**config.mk**
```make
export PLATFORM = sky130hd
export DESIGN_NAME = decode_issue
export DESIGN_NICKNAME = d
export VERILOG_FILES = /design/src/rtl/decode_issue_pkg.sv /design/src/rtl/issue_scoreboard.sv /design/src/rtl/decode_issue.sv
export SDC_FILE = /design/constraint.sdc
export NUM_CORES = 1
export LEC_CHECK = 0
export ABC_AREA = 1
export BUFFER_PORTS_ARGS = -buffer_cell sky130_fd_sc_hd__clkbuf_2
export CORE_AREA = 2 2 147 149
export CTS_CLUSTER_SIZE = 40
export DETAILED_ROUTE_END_ITERATION = 8
export DIE_AREA = 0 0 149 151
export GPL_TIMING_DRIVEN = 0
export SYNTH_ARGS = -nofsm -noshare
export SYNTH_HDL_FRONTEND = slang
export SYNTH_HIERARCHICAL = 1
export SYNTH_SLANG_ARGS = --single-unit
export TNS_END_PERCENT = 20
```
**constraint.sdc**
```tcl
create_clock -name clk -period 7 [get_ports clk]
set_input_delay 1.4 -clock clk [delete_from_list [all_inputs] [get_ports clk]]
set_output_delay 1.4 -clock clk [all_outputs]
set_load 0.02 [all_outputs]
```
**src/rtl/decode_issue_pkg.sv**
```systemverilog
// decode_issue_pkg: shared types and opcode constants for the decode/issue stage
package decode_issue_pkg;
  localparam int XLEN_W = 32;
  typedef logic [4:0] reg_addr_t;
  localparam logic [6:0] OP_LUI   = 7'b0110111;
  localparam logic [6:0] OP_AUIPC = 7'b0010111;
  localparam logic [6:0] OP_JAL   = 7'b1101111;
  localparam logic [6:0] OP_R     = 7'b0110011;
  localparam logic [6:0] OP_S     = 7'b0100011;
  localparam logic [6:0] OP_B     = 7'b1100011;
  typedef struct packed {
    logic [XLEN_W-1:0] pc;
    logic [XLEN_W-1:0] inst;
  } decode_stage_pipe_reg_t;
  typedef struct packed {
    logic              valid;
    logic [XLEN_W-1:0] pc;
    logic [XLEN_W-1:0] inst;
    reg_addr_t         rs1;
    reg_addr_t         rs2;
    reg_addr_t         rd;
    logic              rd_we;
  } issued_op_t;
endpackage

```
**src/rtl/issue_scoreboard.sv**
```systemverilog
// issue_scoreboard: shift register of in-flight destination registers and RAW hazard compare
module issue_scoreboard
  import decode_issue_pkg::*;
#(
  parameter int DEPTH = 3
) (
  input  logic      clk,
  input  logic      rst,
  input  logic      push_valid,
  input  reg_addr_t push_rd,
  input  reg_addr_t rs1,
  input  reg_addr_t rs2,
  input  logic      use_rs1,
  input  logic      use_rs2,
  output logic      hazard
);
  logic [DEPTH-1:0] sb_valid;
  reg_addr_t        sb_rd [DEPTH];
  always_ff @(posedge clk or negedge rst) begin
    if (!rst) begin
      sb_valid <= '0;
      for (int i = 0; i < DEPTH; i++) sb_rd[i] <= '0;
    end else begin
      sb_valid[0] <= push_valid;
      sb_rd[0]    <= push_rd;
      for (int i = 1; i < DEPTH; i++) begin
        sb_valid[i] <= sb_valid[i-1];
        sb_rd[i]    <= sb_rd[i-1];
      end
    end
  end
  always_comb begin
    hazard = 1'b0;
    for (int i = 0; i < DEPTH; i++)
      if (sb_valid[i] && ((use_rs1 && rs1 != '0 && sb_rd[i] == rs1) || (use_rs2 && rs2 != '0 && sb_rd[i] == rs2)))
        hazard = 1'b1;
  end
endmodule

```
**src/rtl/decode_issue.sv**
```systemverilog
// decode_issue: fetch-to-decode pipe register, field decode and stall-on-RAW issue
module decode_issue
  import decode_issue_pkg::*;
#(
  parameter int PIPE_DEPTH = 3,
  parameter int XLEN       = XLEN_W
) (
  input  logic            clk,
  input  logic            rst,
  input  logic [XLEN-1:0] fetch_pc,
  input  logic [XLEN-1:0] fetch_inst,
  output logic            is_data_hazard,
  output logic            dec_valid,
  output logic [XLEN-1:0] dec_pc,
  output logic [XLEN-1:0] dec_inst,
  output logic [4:0]      dec_rs1,
  output logic [4:0]      dec_rs2,
  output logic [4:0]      dec_rd,
  output logic            dec_rd_we
);
  function automatic logic reads_rs1(input logic [XLEN_W-1:0] inst);
    return inst != '0 && !(inst[6:0] inside {OP_LUI, OP_AUIPC, OP_JAL});
  endfunction
  function automatic logic reads_rs2(input logic [XLEN_W-1:0] inst);
    return inst != '0 && inst[6:0] inside {OP_R, OP_S, OP_B};
  endfunction
  function automatic logic writes_rd(input logic [XLEN_W-1:0] inst);
    return inst != '0 && !(inst[6:0] inside {OP_S, OP_B}) && inst[11:7] != '0;
  endfunction
  function automatic issued_op_t decode(input logic [XLEN_W-1:0] pc, input logic [XLEN_W-1:0] inst);
    issued_op_t d;
    d.valid = inst != '0;
    d.pc    = pc;
    d.inst  = inst;
    d.rs1   = reads_rs1(inst) ? inst[19:15] : '0;
    d.rs2   = reads_rs2(inst) ? inst[24:20] : '0;
    d.rd_we = writes_rd(inst);
    d.rd    = d.rd_we ? inst[11:7] : '0;
    return d;
  endfunction
  decode_stage_pipe_reg_t in_r;
  issued_op_t             cur;
  issued_op_t             dec;
  assign cur = decode(in_r.pc, in_r.inst);
  issue_scoreboard #(.DEPTH(PIPE_DEPTH)) u_sb (
    .clk        (clk),
    .rst        (rst),
    .push_valid (!is_data_hazard && cur.rd_we),
    .push_rd    (cur.rd),
    .rs1        (cur.rs1),
    .rs2        (cur.rs2),
    .use_rs1    (reads_rs1(in_r.inst)),
    .use_rs2    (reads_rs2(in_r.inst)),
    .hazard     (is_data_hazard)
  );
  always_ff @(posedge clk or negedge rst) begin
    if (!rst) begin
      in_r <= '0;
      dec  <= '0;
    end else if (is_data_hazard) begin
      dec <= '0;
    end else begin
      dec  <= cur;
      in_r <= '{pc: fetch_pc, inst: fetch_inst};
    end
  end
  assign dec_valid = dec.valid;
  assign dec_pc    = dec.pc;
  assign dec_inst  = dec.inst;
  assign dec_rs1   = dec.rs1;
  assign dec_rs2   = dec.rs2;
  assign dec_rd    = dec.rd;
  assign dec_rd_we = dec.rd_we;
endmodule

```
==> results of run 1 <==
layer usage:
| layer | vias up | GRT usage [%] | routed length, um | share of wire [%] |
|---|---|---|---|---|
| met5 | - | 0 | 0 | 0 |
| met4 | 0 | 4.143 | 165 | 1.1 |
| met3 | 10 | 4.819 | 943 | 6.4 |
| met2 | 110 | 22.93 | 7188 | 48 |
| met1 | 2108 | 17.50 | 6538 | 44 |
| li1 | 2206 | - | - | - |
sequential cells by signal, summed over array words and instances, names as in the netlist:
signal and cells:
dec_rd_we 1, dec_rs2 5, cur 64, dec_valid 1
dec_rs1 5, dec_inst 32, u_sb/sb_rd 15, dec_pc 32
u_sb/sb_valid 3, dec_rd 5
final cells by class:
cell class              instances  area [um^2]  share of cell area (%)
plain buffers                  24        121.4                   1.546
flip-flops and latches        163         4079                   51.96
well taps                     275        344.1                   4.383
clock inverters                 8        103.9                   1.323
repair buffers                148        772.0                   9.834
clock buffers                  23        467.9                   5.961
inverters                      84        315.3                   4.017
multi-input cells             348         1647                   20.98
cell usage in the layout (no fill, tap or decap):
cell,synthesis,layout
a21oi_1,64,64
a21oi_2,1,1
buf_1,4,4
buf_16,0,1
buf_2,16,16
buf_4,1,1
buf_6,1,1
bufinv_16,0,2
clkbuf_1,2,6
clkbuf_16,0,17
clkbuf_2,0,146
clkbuf_8,0,3
clkinv_2,0,1
clkinv_4,0,1
clkinvlp_4,0,4
dfrtp_1,163,163
inv_1,65,65
inv_2,19,19
nand2_1,45,45
nand3_1,9,9
nand3_2,2,2
nand3b_1,2,2
nand4_1,1,1
nor2_1,173,173
nor2_2,5,5
nor2_4,1,1
nor3_1,7,7
nor3_2,8,8
o21ai_0,1,1
o21ai_1,1,1
xnor2_1,12,12
xor2_1,16,16
kinds of logic after synthesis:
kind of cell / share of synthesized area [%]
and+or+nand+nor: 17.24
xor gates and xnor gates: 3.980
buffers and inverters: 7.086
AOI/OAI and AO/OA: 5.502
DFF: 66.19
power groups by stage:
stage                     Sequential (W)  Clock (W)  Combinational [W]
after CTS                        0.00162   0.000939            0.00197
after global placement           0.00163          0            0.00193
after detailed placement         0.00163          0            0.00197
after floorplan                  0.00189          0            0.00103
final                            0.00161   0.000913            0.00193
after global routing             0.00166   0.000983            0.00219
critical path, cell delays in order (launching register included):
cell	delay (ns)
dfrtp_1	0.39
inv_1	0.13
o21ai_1	0.07
nand3_1	0.08
a21oi_2	0.06
buf_4	0.20
nor3_1	0.57
xnor2_1	0.19
nand2_1	0.07
nor2_1	0.11
nand3_1	0.08
nand2_1	0.08
nand2_1	0.05
nand3_1	0.08
clkbuf_2	0.18
worst min path at each step:
stage,startpoint,endpoint,cells past startpoint
3_5_place_dp,u_sb/sb_valid[1]$_DFF_PN0_,u_sb/sb_valid[2]$_DFF_PN0_,0
6_report,u_sb/sb_valid[1]$_DFF_PN0_,u_sb/sb_valid[2]$_DFF_PN0_,0
2_1_floorplan,u_sb/sb_valid[0]$_DFF_PN0_,u_sb/sb_valid[1]$_DFF_PN0_,0
4_1_cts,u_sb/sb_valid[1]$_DFF_PN0_,u_sb/sb_valid[2]$_DFF_PN0_,0
3_3_place_gp,u_sb/sb_valid[1]$_DFF_PN0_,u_sb/sb_valid[2]$_DFF_PN0_,0
5_1_grt,u_sb/sb_valid[1]$_DFF_PN0_,u_sb/sb_valid[2]$_DFF_PN0_,0
per-stage QoR:
| step | setup WS, ns | total power, W | hold WS (ns) |
|---|---|---|---|
| 2_1_floorplan | 3.702 | 0.002922 | 0.3540 |
| 3_3_place_gp | 1.540 | 0.003567 | 0.3739 |
| 3_5_place_dp | 3.299 | 0.003600 | 0.3780 |
| 4_1_cts | 2.829 | 0.004528 | 0.3847 |
| 5_1_grt | 2.594 | 0.004834 | 0.4002 |
| 6_report | 2.835 | 0.004454 | 0.3807 |
==> results.md, run 1 <==
* Biggest fanout along the worst timing path at 10
* Diodes inserted at 0
* Library cell used as clock root buffer: clkbuf_16
* Clock period minus worst slack at ~4.2 ns
* Ys Warns at 6
* Number of standard-cell rows in the floorplan at between 50 and 60
* Global router's overall resource usage at ~14%
* Die W at ~150 um
* Number of cells produced by synthesis at just over 600
* Number of setup buffers added after CTS at 0
* Number of design rule violations left after detail routing at 0
* Critical setup path kind: reg -> out
* Data arrival time at the worst-slack endpoint at ~2.8 ns
* Remaining antenna violation count at 0
* Count of buffers from port buffering at approximately 150
* Reg-to-Reg Start: cur[20]$_DFFE_PN0N_
* Final cell count without fillers at 1073
* Placer congestion estimate at 0.8025
* Net count of the mapped netlist at a little under 700
* CP startpoint kind: flip-flop
* Detailed Route Iter0 Violations at 148
* Dpl hpwl at approximately 11000 um
* R2r setup slk at 3.56 ns
* WP data required at ~5.6 ns
* Post-route clock period utilization at between 50% and 60%
* Setup violations, final at 0
* Total power per unit cell area at 567.3 mW/mm^2
* Maximum VDD drop at 0.2005 mV
* Final Hold Viols at 0
* Wire length of the first global-routing pass at around 24000 um
* Dominant cell type by area after synthesis: dfrtp_1
* Remaining global-route overflow at 0
* Portion of synthesized cell area occupied by the leading cell type at between 60% and 70%
* Via count at roughly 4400
* Maximum level of the CTS H-tree at 4
* Sequential power share at 36.2%
* Area post-placement at approximately 0.0073 mm^2
* Quantity of gates resized following cts at 0
* Leakage at around 4.1 nW
* Slew headroom at between 50% and 60%
* Crit path capture type: primary output
* Syn_area_per_cell at between 9 and 10 um^2
* Dominant synthesized flop cell: dfrtp_1
* Pin slew with the least headroom to its limit at 0.6729 ns
* Total of flip-flops plus latches after synthesis at approximately 160
* Count leader, synth: nor2_1
* Status: finished, final reports clean
* Max-capacitance violation count at 0
* Antenna violations before repair at 1
* Clock latency of the later-clocked register in the worst-skew pair at around 0.42 ns
* Area delta synth->final at 27.39%
* Length in cells of the worst reg-to-reg path at 17
* Hold-fix buffers at CTS at 0
* Net switching power of the design at 0.001877 W
* Worst R2R End: cur[74]$_DFFE_PN0N_
* Number of enable flip-flop cells after synthesis at 0
* Count of unique library cells instantiated by Yosys at 24
* Largest cells by area after synthesis: dfrtp_1 (66%), nor2_1 (11%), a21oi_1 (5.2%), inv_1 (4.0%), nand2_1 (2.7%)
* Fraction of layout instances using a drive strength above 1 at approximately 29%
* Clock tree buffer depth at 2
* Initial cell density of the core at 29.59%
* Die Span Y at roughly 150 um
* Part of the total power dissipated in combinational logic at between 40% and 50%
* Internal Dissipation at around 0.0026 W
* Floorplan die area at about 0.022 mm^2
* Placed insts at 1042
* Boundary pin count at roughly 150
* Crit path launch: cur[20]$_DFFE_PN0N_
* Achievable clock frequency at 0.2401 GHz
* Classification of the worst-slack hold path: reg -> reg
* Endpoint of the worst setup timing path: is_data_hazard
* Setup Skew at 0.009194 ns
* Clk pin slew, worst setup/hold paths at approximately 0.06 ns
* Sequential element share of the synthesized area at between 60% and 70%
* Post-route design area at 0.007850 mm^2
* Count of final max-slew check failures at 0
* Total negative setup slack at 0 ns
* Final core occ at between 30 and 40%
* Part of the power in the clock network at around a fifth
* Number of nets in the final layout at around 850
* Most frequent cells after synthesis: nor2_1 (173), dfrtp_1 (163), inv_1 (65), a21oi_1 (64), nand2_1 (45)
* Clk sinks at about 160
* Asr flop ratio synth at 100.0%
* Total standard cell area after synthesis at around 0.006 mm^2
* Number of iterations in the first detailed-routing pass at 4
* Total wirelength of the detailed-routed design at between 10000 and 15000 um
* Filler cell count in the final layout at between 2000 and 2500
* Final routed wire length divided by cell count at approximately 14 um
* Via-per-instance ratio at slightly above 4
* Num CTS Buffers at 17
* Switching share of total power at ~42%
* Largest net degree at the start of global routing at 88
* Vias in the first global route at 4499
* TritonCTS clock tree: done
* Floorplan Core Area at ~0.021 mm^2
* Setup repair after global routing missed its margin: no
Note: power is estimated with default switching activity, not from simulation.
==> run 2, diff against run 1 <==
ABC_AREA = 0   (was 1)
CORE_AREA = 2 2 145 147   (was 2 2 147 149)
DIE_AREA = 0 0 147 149   (was 0 0 149 151)
clock period = 4 ns   (was 7 ns; I/O delays follow)
==> results.md, run 2 <==
* Total wirelength of the detailed-routed design at 13340 um
* Die Span Y at 149 um
* Data arrival time at the worst-slack endpoint at about 3.1 ns
* Fraction of the mapped netlist area in compound gates at under 10%
* Total power per unit cell area at approximately 960 mW/mm^2
* Maximum VDD drop at ~0.32 mV
* Clk sinks at about 160
* Dominant synthesized flop cell: dfrtp_1
* Setup Skew at 0.008458 ns
* Status: finished, final reports clean
* Most common cell after layout, fill and taps aside: dfrtp_1
* Final core occ at between 30% and 40%
* Top routing layer used: met5
* Routed wl met3 at around 970 um
* Share of synthesized area spent on multiplexers at a little under an eighth
* Dominant cell type by area after synthesis: dfrtp_1
* Crit path capture type: primary output
* Floorplan Core Area at ~0.021 mm^2
* Area delta synth->final at 28.76%
* WP data required at 3.20 ns
* Critical setup path kind: reg -> out
* Count leader, synth: dfrtp_1
* Syn_area_per_cell at ~15 um^2
* Fraction of synthesized cell area in xor and xnor cells at around 4.4%
* Filler cell count in the final layout at around 2000
* Sequential element share of the synthesized area at ~68%
* Antenna violations before repair at 3
* Number of nets in the final layout at about 650
* Number of cells produced by synthesis at 413
* Slowest-stage cell, CP: or4_4
* Via count at around 3700
* Remaining global-route overflow at 0
* Initial cell density of the core at between 20% and 30%
* Number of flip-flops in the largest register at 64
* Setup repair after global routing missed its margin: no
* Maximum level of the CTS H-tree at 4
* Worst Hold Slack at about 0.35 ns
* Classification of the worst-slack hold path: in -> async
* Via-per-instance ratio at around 4.2
* CP startpoint kind: flip-flop
* Count of buffers from port buffering at between 100 and 150
* Length of routed met2 wiring at around 6600 um
* Library cell used as clock root buffer: clkbuf_16
* Met1 routed wirelength after detailed routing at about 5600 um
* Number of enable flip-flop cells after synthesis at 0
* Net switching power of the design at between 0.002 and 0.003 W
* Num CTS Buffers at 17
* Dominant combinational cell family by area after synthesis: simple AND/OR/NAND/NOR gates
* Boundary pin count at around 150
* Asr flop ratio synth at 100.0%
* TritonCTS clock tree: done
* Final Hold Viols at 0
* Top library cells by usage in the layout, fill and taps aside: dfrtp_1 (162), clkbuf_2 (147), nor2b_1 (71)
* Die W at about 150 um
* Wire length of the first global-routing pass at ~21000 um
* Part of the total power dissipated in combinational logic at between 30 and 40%
* Sequential power share at roughly two fifths
* Number of standard-cell rows in the floorplan at between 50 and 60
* Largest stage delay on the critical path at 0.56 ns
* Ys Warns at 6
* Floorplan die area at 0.02190 mm^2
* Net count of the mapped netlist at roughly 480
* Fraction of layout instances using a drive strength above 1 at 44.18%
* Number of design rule violations left after detail routing at 0
* Achievable clock frequency at between 0.2 and 0.3 GHz
* Post-synthesis adder-cell area fraction at 0%
* Final routed wire length divided by cell count at roughly 15 um
* Hold-fix buffers at CTS at 0
* Placer congestion estimate at 0.7957
* Most frequent cells after synthesis: dfrtp_1 (163), nor2b_1 (71), mux2_2 (64), xor2_1 (22), and2_1 (15)
* Part of the power in the clock network at 21.7%
* Count of unique library cells instantiated by Yosys at 29
* Number of iterations in the first detailed-routing pass at 4
* Clk pin slew, worst setup/hold paths at roughly 0.060 ns
* Pin slew with the least headroom to its limit at 0.5338 ns
* Internal Dissipation at ~0.0047 W
* Post-route clock period utilization at a little over nine tenths
* Global router's overall resource usage at about an eighth
* Clock tree buffer depth at 2
* Simple-gate share of the synthesized area at between 10% and 20%
* Remaining antenna violation count at 0
* Total of flip-flops plus latches after synthesis at ~160
* Largest cells by area after synthesis: dfrtp_1 (68%), mux2_2 (12%), nor2b_1 (7.4%), xor2_1 (3.2%), and2_1 (1.6%)
* Detailed Route Iter0 Violations at about 110
* Critical Path, Cell by Cell: or3b_1 -> a21oi_2 -> buf_6 -> nor2b_1 -> or4_4 -> o21ai_2 -> o22ai_1 -> a211o_1 -> buf_2
* Total standard cell area after synthesis at between 0.006 and 0.007 mm^2
* Largest net degree at the start of global routing at ~110
* Clock latency of the later-clocked register in the worst-skew pair at around 0.42 ns
* Switching share of total power at a little under two fifths
* Leakage at 3.579 nW
* Number of setup buffers added after CTS at 0
* Setup violations, final at 0
* Max-capacitance violation count at 0
* Biggest fanout along the worst timing path at 10
* Portion of synthesized cell area occupied by the leading cell type at around 68%
* Count of final max-slew check failures at 0
* Vias in the first global route at around 4000
* Clock period minus worst slack at approximately 3.8 ns
* Slew headroom at between 60 and 70%
* Dpl hpwl at 9770 um
[run 2: cells by family after synthesis]
logic type / count (synthesis)
flip-flops: 163
AND/OR/NAND/NOR: 128
multiplexers: 64
XOR/XNOR: 30
buffers and inverters: 18
AO/OA/AOI/OAI: 10
[run 2: metrics by stage]
stage	TNS (ns)	setup slack [ns]	area [um^2]	cells	power, W
2_1_floorplan	0	0.8005	6025	413	0.004855
3_3_place_gp	-92.54	-0.5796	7104	835	0.005795
3_5_place_dp	0	0.1220	7141	836	0.005883
4_1_cts	0	0.02315	7730	868	0.007530
5_1_grt	0	0.02739	7755	868	0.007912
6_report	0	0.1540	7757	869	0.007430
[run 2: timing repair]
action,4_1_cts,5_1_grt
setup endpoints to repair,1,86
pin swaps,0,2
resized for setup,1,11
[run 2: layout make-up]
cell class / count / area (um^2) / area share (%)
flip-flops and latches: 163 / 4080 / 52.60
multi-input cells: 232 / 1877 / 24.19
repair buffers: 148 / 772.0 / 9.952
clock buffers: 21 / 460.4 / 5.935
well taps: 275 / 344.1 / 4.435
clock inverters: 11 / 125.1 / 1.613
plain buffers: 17 / 92.59 / 1.194
inverters: 1 / 3.754 / 0.04839
diodes: 1 / 2.502 / 0.03226
[run 2: worst max-delay path: cells and delay by family (launching register included)]
family                 cells  cell delay [ns]
buffers and inverters      2             0.35
AO/OA/AOI/OAI              4             0.76
AND/OR/NAND/NOR            3             1.08
flip-flops                 1             0.44
[run 2: power by group through the flow]
| stage | clock, W | combinational (W) | sequential [W] |
|---|---|---|---|
| 4_1_cts | 0.00166 | 0.00292 | 0.00295 |
| 3_3_place_gp | 0 | 0.00284 | 0.00296 |
| 2_1_floorplan | 0 | 0.00152 | 0.00333 |
| 6_report | 0.00161 | 0.00287 | 0.00295 |
| 3_5_place_dp | 0 | 0.00290 | 0.00298 |
| 5_1_grt | 0.00173 | 0.00313 | 0.00305 |
[run 2: path summary, 6_finish.rpt]
path | from | to | slack [ns] | cells after the start
hold reg to reg | u_sb/sb_valid[0]$_DFF_PN0_ | u_sb/sb_valid[1]$_DFF_PN0_ | 0.38 | 0
max in group asynchronous | rst | cur[22]$_DFFE_PN0N_ | 2.77 | 2
hold / removal | rst | u_sb/sb_valid[2]$_DFF_PN0_ | 0.35 | 1
min in group clk | u_sb/sb_valid[0]$_DFF_PN0_ | u_sb/sb_valid[1]$_DFF_PN0_ | 0.38 | 0
setup reg to reg | cur[19]$_DFFE_PN0N_ | cur[76]$_DFFE_PN0N_ | 0.44 | 13
setup / recovery | cur[22]$_DFFE_PN0N_ | is_data_hazard | 0.15 | 9
[run 2: metal layers]
metal | vias up | track usage (%)
li1 | 1712 | -
met1 | 1844 | 15.06
met2 | 109 | 20.87
met3 | 16 | 5.260
met4 | 4 | 4.183
met5 | - | 0
